## config.mk

```make
export PLATFORM = sky130hd
export DESIGN_NAME = id_operand_stage
export DESIGN_NICKNAME = d
export VERILOG_FILES = /design/src/rtl/id_operand_stage.sv
export SDC_FILE = /design/constraint.sdc
export NUM_CORES = 1
export LEC_CHECK = 0
export ABC_AREA = 0
export ABC_CLOCK_PERIOD_IN_PS = 2520
export CAP_MARGIN = 20
export CELL_PAD_IN_SITES_DETAIL_PLACEMENT = 1
export CELL_PAD_IN_SITES_GLOBAL_PLACEMENT = 1
export CORE_MARGIN = 2
export CORE_UTILIZATION = 28
export DETAILED_ROUTE_END_ITERATION = 6
export GPL_TIMING_DRIVEN = 0
export PLACE_DENSITY = 0.84
export SLEW_MARGIN = 20
export SYNTH_ARGS = -nofsm -noshare
export SYNTH_HDL_FRONTEND = slang
export SYNTH_SLANG_ARGS = --single-unit
```

## constraint.sdc

```tcl
create_clock -name clk -period 2.52 [get_ports clk]
set_input_delay 0.378 -clock clk [delete_from_list [all_inputs] [get_ports clk]]
set_output_delay 0.378 -clock clk [all_outputs]
set_load 0.05 [all_outputs]
```

## src/rtl/id_operand_stage.sv

```systemverilog
// Decode / operand-fetch stage sitting in front of the 32x32 register file.
// Splits the IF/ID word, drives the file read ports, forwards same-cycle
// writeback, detects load-use hazards and registers everything into ID/EX.
module id_operand_stage #(
   parameter int XLEN      = 32,
   parameter int RADDR_W   = 5,
   parameter bit WB_BYPASS = 1'b1
) (
   input  logic               clk,
   input  logic               rst_n,
   input  logic               if_valid,
   input  logic [31:0]        if_instr,
   input  logic [XLEN-1:0]    if_pc,
   input  logic               flush,
   output logic               id_stall,
   output logic [RADDR_W-1:0] rf_addr1,
   output logic [RADDR_W-1:0] rf_addr2,
   input  logic [XLEN-1:0]    rf_data1,
   input  logic [XLEN-1:0]    rf_data2,
   input  logic               wb_we,
   input  logic [RADDR_W-1:0] wb_addr,
   input  logic [XLEN-1:0]    wb_data,
   output logic               ex_valid,
   output logic [XLEN-1:0]    ex_pc,
   output logic [XLEN-1:0]    ex_rs_val,
   output logic [XLEN-1:0]    ex_rt_val,
   output logic [XLEN-1:0]    ex_imm,
   output logic [RADDR_W-1:0] ex_dest,
   output logic [5:0]         ex_funct,
   output logic [5:0]         ex_opcode,
   output logic               ex_reg_write,
   output logic               ex_mem_read,
   output logic               ex_mem_write,
   output logic               ex_branch
);

   typedef enum logic [5:0] {
      OP_RTYPE = 6'h00,
      OP_BEQ   = 6'h04,
      OP_ADDI  = 6'h08,
      OP_LW    = 6'h23,
      OP_SW    = 6'h2B
   } opcode_e;

   logic [RADDR_W-1:0] rs, rt;
   logic               use_rs, use_rt;
   logic               dec_rw, dec_mr, dec_mw, dec_br;
   logic [RADDR_W-1:0] dec_dest;
   logic [XLEN-1:0]    opnd1, opnd2;
   logic               hazard;

   logic               ex_valid_d,     ex_valid_q;
   logic [XLEN-1:0]    ex_pc_d,        ex_pc_q;
   logic [XLEN-1:0]    ex_rs_val_d,    ex_rs_val_q;
   logic [XLEN-1:0]    ex_rt_val_d,    ex_rt_val_q;
   logic [XLEN-1:0]    ex_imm_d,       ex_imm_q;
   logic [RADDR_W-1:0] ex_dest_d,      ex_dest_q;
   logic [5:0]         ex_funct_d,     ex_funct_q;
   logic [5:0]         ex_opcode_d,    ex_opcode_q;
   logic               ex_reg_write_d, ex_reg_write_q;
   logic               ex_mem_read_d,  ex_mem_read_q;
   logic               ex_mem_write_d, ex_mem_write_q;
   logic               ex_branch_d,    ex_branch_q;

   assign rs       = if_instr[25:21];
   assign rt       = if_instr[20:16];
   assign rf_addr1 = rs;
   assign rf_addr2 = rt;

   // Opcode decode: source usage, destination and control bits.
   always_comb begin
      use_rs   = 1'b0;
      use_rt   = 1'b0;
      dec_rw   = 1'b0;
      dec_mr   = 1'b0;
      dec_mw   = 1'b0;
      dec_br   = 1'b0;
      dec_dest = '0;
      case (if_instr[31:26])
         OP_RTYPE: begin
            use_rs = 1'b1; use_rt = 1'b1; dec_rw = 1'b1;
            dec_dest = if_instr[15:11];
         end
         OP_ADDI: begin
            use_rs = 1'b1; dec_rw = 1'b1;
            dec_dest = rt;
         end
         OP_LW: begin
            use_rs = 1'b1; dec_rw = 1'b1; dec_mr = 1'b1;
            dec_dest = rt;
         end
         OP_SW:   begin use_rs = 1'b1; use_rt = 1'b1; dec_mw = 1'b1; end
         OP_BEQ:  begin use_rs = 1'b1; use_rt = 1'b1; dec_br = 1'b1; end
         default: ;
      endcase
   end

   // Operand select: $0 reads as zero, else optional writeback forwarding.
   always_comb begin
      if (rs == '0)
         opnd1 = '0;
      else if (WB_BYPASS && wb_we && wb_addr != '0 && wb_addr == rs)
         opnd1 = wb_data;
      else
         opnd1 = rf_data1;
      if (rt == '0)
         opnd2 = '0;
      else if (WB_BYPASS && wb_we && wb_addr != '0 && wb_addr == rt)
         opnd2 = wb_data;
      else
         opnd2 = rf_data2;
   end

   // Load-use hazard against the instruction currently in EX.
   always_comb begin
      hazard = if_valid && ex_valid_q && ex_mem_read_q && (ex_dest_q != '0) &&
               ((use_rs && ex_dest_q == rs) || (use_rt && ex_dest_q == rt));
      id_stall = hazard && !flush;
   end

   // ID/EX next state; flush and bubble both clear valid and control.
   always_comb begin
      ex_pc_d        = if_pc;
      ex_rs_val_d    = opnd1;
      ex_rt_val_d    = opnd2;
      ex_imm_d       = {{(XLEN-16){if_instr[15]}}, if_instr[15:0]};
      ex_funct_d     = if_instr[5:0];
      ex_opcode_d    = if_instr[31:26];
      ex_valid_d     = if_valid;
      ex_reg_write_d = if_valid && dec_rw;
      ex_mem_read_d  = if_valid && dec_mr;
      ex_mem_write_d = if_valid && dec_mw;
      ex_branch_d    = if_valid && dec_br;
      if (flush || hazard) begin
         ex_valid_d     = 1'b0;
         ex_reg_write_d = 1'b0;
         ex_mem_read_d  = 1'b0;
         ex_mem_write_d = 1'b0;
         ex_branch_d    = 1'b0;
      end
      ex_dest_d = ex_reg_write_d ? dec_dest : '0;
   end

   // ID/EX pipeline register.
   always_ff @(posedge clk or negedge rst_n) begin
      if (!rst_n) begin
         ex_valid_q     <= 1'b0;
         ex_pc_q        <= '0;
         ex_rs_val_q    <= '0;
         ex_rt_val_q    <= '0;
         ex_imm_q       <= '0;
         ex_dest_q      <= '0;
         ex_funct_q     <= '0;
         ex_opcode_q    <= '0;
         ex_reg_write_q <= 1'b0;
         ex_mem_read_q  <= 1'b0;
         ex_mem_write_q <= 1'b0;
         ex_branch_q    <= 1'b0;
      end else begin
         ex_valid_q     <= ex_valid_d;
         ex_pc_q        <= ex_pc_d;
         ex_rs_val_q    <= ex_rs_val_d;
         ex_rt_val_q    <= ex_rt_val_d;
         ex_imm_q       <= ex_imm_d;
         ex_dest_q      <= ex_dest_d;
         ex_funct_q     <= ex_funct_d;
         ex_opcode_q    <= ex_opcode_d;
         ex_reg_write_q <= ex_reg_write_d;
         ex_mem_read_q  <= ex_mem_read_d;
         ex_mem_write_q <= ex_mem_write_d;
         ex_branch_q    <= ex_branch_d;
      end
   end

   assign ex_valid     = ex_valid_q;
   assign ex_pc        = ex_pc_q;
   assign ex_rs_val    = ex_rs_val_q;
   assign ex_rt_val    = ex_rt_val_q;
   assign ex_imm       = ex_imm_q;
   assign ex_dest      = ex_dest_q;
   assign ex_funct     = ex_funct_q;
   assign ex_opcode    = ex_opcode_q;
   assign ex_reg_write = ex_reg_write_q;
   assign ex_mem_read  = ex_mem_read_q;
   assign ex_mem_write = ex_mem_write_q;
   assign ex_branch    = ex_branch_q;

endmodule

```

Yosys cells after proc, flatten, opt, wreduce, memory -nomap -nowiden
Cells that the tools add are included.
- logic and storage cells: 63
- register bits after elaboration: 134
- mux-type cells: 17
- equal/unequal tests: 8
- reduce and logical (&&, ||, !) cells: 26
- operators with widths (operator ; number):
    2-to-1 mux 32 bit ; 4
    == test 5 bit ; 4
    logical AND 1 bit ; 14
    == test 6 bit, second input constant ; 2
    2-to-1 mux 1 bit ; 11
    zero test 5 bit ; 2
    one-hot mux 5 bit (2 select lines) ; 1
    nonzero test 5 bit ; 2
    == test 6 x 3 -> 1 bit, second input constant ; 1
    == test 6 x 4 -> 1 bit, second input constant ; 1
    zero test 6 bit ; 1
    OR reduction 3 bit ; 2
    2-to-1 mux 5 bit ; 1
    OR reduction 5 bit ; 1
    logical OR 1 bit ; 2
    OR reduction 2 bit ; 1
    zero test 1 bit ; 1

Depth between registers and ports, before layout
- depth after elaboration: 9
- gate-level depth with buffers: 6
- mapped depth without buffers: 4

Worst setup path before layout
Ideal clock, no wire load.
- path type: reg-to-output
- start: reg ex_dest_q[1], in the netlist ex_dest[1]
- end: out id_stall
- stages on the path, launching flop included: 5
- path slack: 0.239 ns
- data required time: 2.142 ns
- arrival: 1.903 ns
- cell sequence: dfrtp_1 > or4_1 > o221ai_1 > nor3_1 > o21ba_1
- cells in the longest elaborated chain, start to end: 5
- elaborated cells between the ends (all ways): 9
- ends and longest elaborated chain (item ; RTL line ; source):
    from (decl) ; 57 ; logic [RADDR_W-1:0] ex_dest_d, ex_dest_q;
    from (signal assigned) ; 165 ; ex_dest_q <= ex_dest_d;
    == test 5 bit ; 117 ; ((use_rs && ex_dest_q == rs) || (use_rt && ex_dest_q == rt));
    logical AND 1 bit ; 117 ;
    logical OR 1 bit ; 117 ;
    logical AND 1 bit (*) ; 116 ; hazard = if_valid && ex_valid_q && ex_mem_read_q && (ex_dest_q != '0) &&
    logical AND 1 bit (*) ; 118 ; id_stall = hazard && !flush;
    to (decl) ; 15 ; output logic id_stall,
Mark *: on every way between the ends. The rest lies on a longest branch, timed or not.

Worst setup path in the final report
Ends and elaborated chain as after synthesis.

==> impl_metrics.py <==
metrics = {
    "outcome": {
        "status": "complete, no violations",
    },
    "final_layout": {
        "nFillCells": 1955,
        "diodes": 0,
        "fin_util_pct": 52.6,
        "final_nets": 983,
        "syn_to_final_growth_pct": 84.5,
        "drive_above_1_share_pct": 11.4,
    },
    "place": {
        "gp_congestion": 0.832,
        "dpl_worst_slack_ns": -1.14,
        "portBuffers": 330,
        "place_hpwl_um": 17200,
    },
    "sta": {
        "skew_ns": 0.00520,
        "maxSlewViolCount": 0,
        "whs_ns": 0.380,
        "setup_ws_ns": 0.0339,
        "setup_viol": 0,
        "rsz0062_at_grt": "yes",
        "hold_violations": 0,
        "period_needed_ns": 2.49,
        "worst_pin_slew_ns": 0.850,
        "setup_tns_ns": 0,
        "fmax_mhz": 402,
        "period_share_pct": 98.7,
        "relSlewSlack_pct": 42.7,
    },
    "clocking": {
        "cts.sinks": 128,
        "cts_buffers": 17,
        "clk-insertion-delay-late_ns": 0.41,
        "clkTransAtPathRegs_ns": 0.06,
        "cts_tree": "built",
        "cts_buffer_depth": 2,
        "root_buffer": "clkbuf_16",
        "cts-htree-levels": 4,
    },
    "critical_path": {
        "critPathMaxFanout": 4,
        "critPathLaunchType": "flip-flop",
        "crit_type": "reg -> out",
        "regToRegSetupSlack_ns": 0.48,
        "endpoint_kind": "primary output",
        "worstPathRequired_ns": 2.14,
        "cp_data_arrival_time_ns": 2.11,
    },
    "synthesis": {
        "synth.top_cell.area_share_pct": 62.7,
        "synth_nets": 630,
        "synth_area_sq_mm": 0.00511,
        "synthCells": 460,
        "synth_common_cells": "128 x dfrtp_1, 76 x nand2_1, 58 x o21ai_1",
        "synth-edff-count": 0,
        "synth-seq-cells": 128,
        "ys_top_cells_by_area": "dfrtp_1 63%, nand4_1 6.9%, o21ai_1 5.7%, nand2_1 5.6%, buf_4 4.7%",
        "synth_ff_type": "dfrtp_1",
        "yosysMostFrequentCell": "dfrtp_1",
        "yosysSeqAreaShare_pct": 62.7,
        "async_flop_share_pct": 100,
        "postSynthAreaPerCell_sq_um": 11.1,
        "yosysWarnings": 0,
        "synth.distinct_cells": 35,
        "yosysTopAreaCell": "dfrtp_1",
    },
    "route": {
        "wl_um": 22300,
        "dr_total_vias": 4976,
        "dr.pass1.iters": 4,
        "drt_iter0_drc": 162,
        "detail-route-antenna-nets": 0,
        "drc": 0,
        "wire_per_inst_um": 21.1,
        "vias_per_cell": 4.72,
    },
    "floorplanning": {
        "die_area_sq_mm": 0.0193,
        "io_pins": 331,
        "rows": 49,
        "die_width_um": 139,
        "initial_core_util_pct": 28.5,
        "core_area_sq_mm": 0.0179,
        "fp.dieH_um": 139,
    },
    "grt": {
        "grt.total_usage_pct": 23.0,
        "overflow": 0,
        "grt_pass1_vias": 5526,
        "grt_antenna_before_repair": 0,
        "grt_start_max_net_pins": 89,
        "grt_first_pass_wirelength_um": 33900,
    },
    "pwr": {
        "p_total_mw": 6.15,
        "leakagePower_nw": 3.94,
        "p_int_mw": 4.15,
        "pwr-share-seq_pct": 35.9,
        "ir_worst_vdd_mv": 0.429,
        "powerDensity_mw_per_mm2": 653,
        "pwr-share-comb_pct": 23.6,
        "pwr-share-clk_pct": 40.4,
        "p_sw_share_pct": 32.5,
        "switching_power_mw": 2.00,
    },
    "worst_hold_path": {
        "hold_path.class": "in -> reg",
    },
    "job": {
        "max_cap_viol_count": 0,
    },
}
[registers in the layout, summed over array words and instances, names as in the netlist]
register / cells
ex_branch: 1
ex_dest: 5
ex_funct: 5
ex_imm: 11
ex_mem_read: 1
ex_mem_write: 1
ex_opcode: 6
ex_pc: 32
ex_reg_write: 1
ex_rs_val: 32
ex_rt_val: 32
ex_valid: 1
[kinds of logic after synthesis]
| kind of cell | share of synthesized area (%) |
|---|---|
| and+or+nand+nor | 16.8 |
| DFF | 62.7 |
| AOI/OAI and AO/OA | 7.94 |
| buffers and inverters | 7.52 |
| xor gates and xnor gates | 3.43 |
| muxes | 1.57 |
[worst max-delay path: stages (launching register included)]
cell and delay [ns]:
dfrtp_2 0.44, or4_4 0.57, o221ai_2 0.22, nor3_2 0.09, o21ba_1 0.19, buf_4 0.18
[placed cells by master, fill, tap and decap left out, drive strengths merged, types with 3 or more instances in the layout]
cell	Yosys	layout
clkdlybuf4s50	0	324
dfrtp	128	128
nand2	76	76
o21ai	58	58
nand4	56	56
buf	47	52
clkbuf	15	32
nor3	12	12
inv	1	11
xor2	10	10
xnor2	10	10
mux2i	8	8
nor2	7	7
a32oi	5	5
dlygate4sd2	0	4
nand3	3	3
clkinvlp	0	3
nor4	3	3
[worst paths after layout]
check | start | end | cells past startpoint
max | ex_dest[1] | id_stall | 5
min | if_instr[27] | ex_opcode[1] | 1
max reg2reg | ex_dest[1] | ex_mem_write | 5
min reg2reg | ex_dest[1] | ex_valid | 5
max in group asynchronous | rst_n | ex_rs_val[4] | 3
min in group asynchronous | rst_n | ex_imm[11] | 2
[layer usage]
| metal | part of all wire [%] | GRT usage, % | vias up |
|---|---|---|---|
| met4 | 2.0 | 7.02 | 0 |
| met2 | 53 | 41.5 | 186 |
| met1 | 40 | 27.1 | 2458 |
| met5 | 0 | 0 | - |
| li1 | - | - | 2301 |
| met3 | 5.7 | 5.63 | 31 |
[what timing repair did]
action,CTS,global route
hold buffers,1,0
gates cloned,0,0
setup buffers,2,0
setup endpoints to repair,11,30
hold endpoints to repair,40,0
pin swaps,3,0
gates resized for setup,21,6
[metrics by stage]
step                      std cells  instance area (sq um)
after floorplan                 460                   5110
after global placement         1019                   8700
after detailed placement       1020                   8730
after CTS                      1055                   9410
after global routing           1055                   9420
final                          1055                   9420
[power by group through the flow]
stage | logic [mW] | clock network [mW] | registers [mW]
2_1_floorplan | 0.301 | 0 | 2.66
6_report | 1.45 | 2.49 | 2.21
3_5_place_dp | 1.45 | 0 | 2.25
4_1_cts | 1.46 | 2.55 | 2.21
5_1_grt | 1.52 | 2.64 | 2.22
3_3_place_gp | 1.42 | 0 | 2.24
[cell type report]
| class | count | area [sq um] | share of cell area (%) |
|---|---|---|---|
| buffer | 62 | 382 | 4.05 |
| clock buffer | 17 | 425 | 4.51 |
| clock inverter | 15 | 169 | 1.79 |
| inverter | 1 | 3.75 | 0.0398 |
| multi-input combinational | 269 | 1600 | 17.0 |
| sequential | 128 | 3210 | 34.0 |
| tap | 229 | 287 | 3.04 |
| timing repair buffer | 334 | 3350 | 35.6 |
Note: power is estimated with default switching activity, not from simulation.
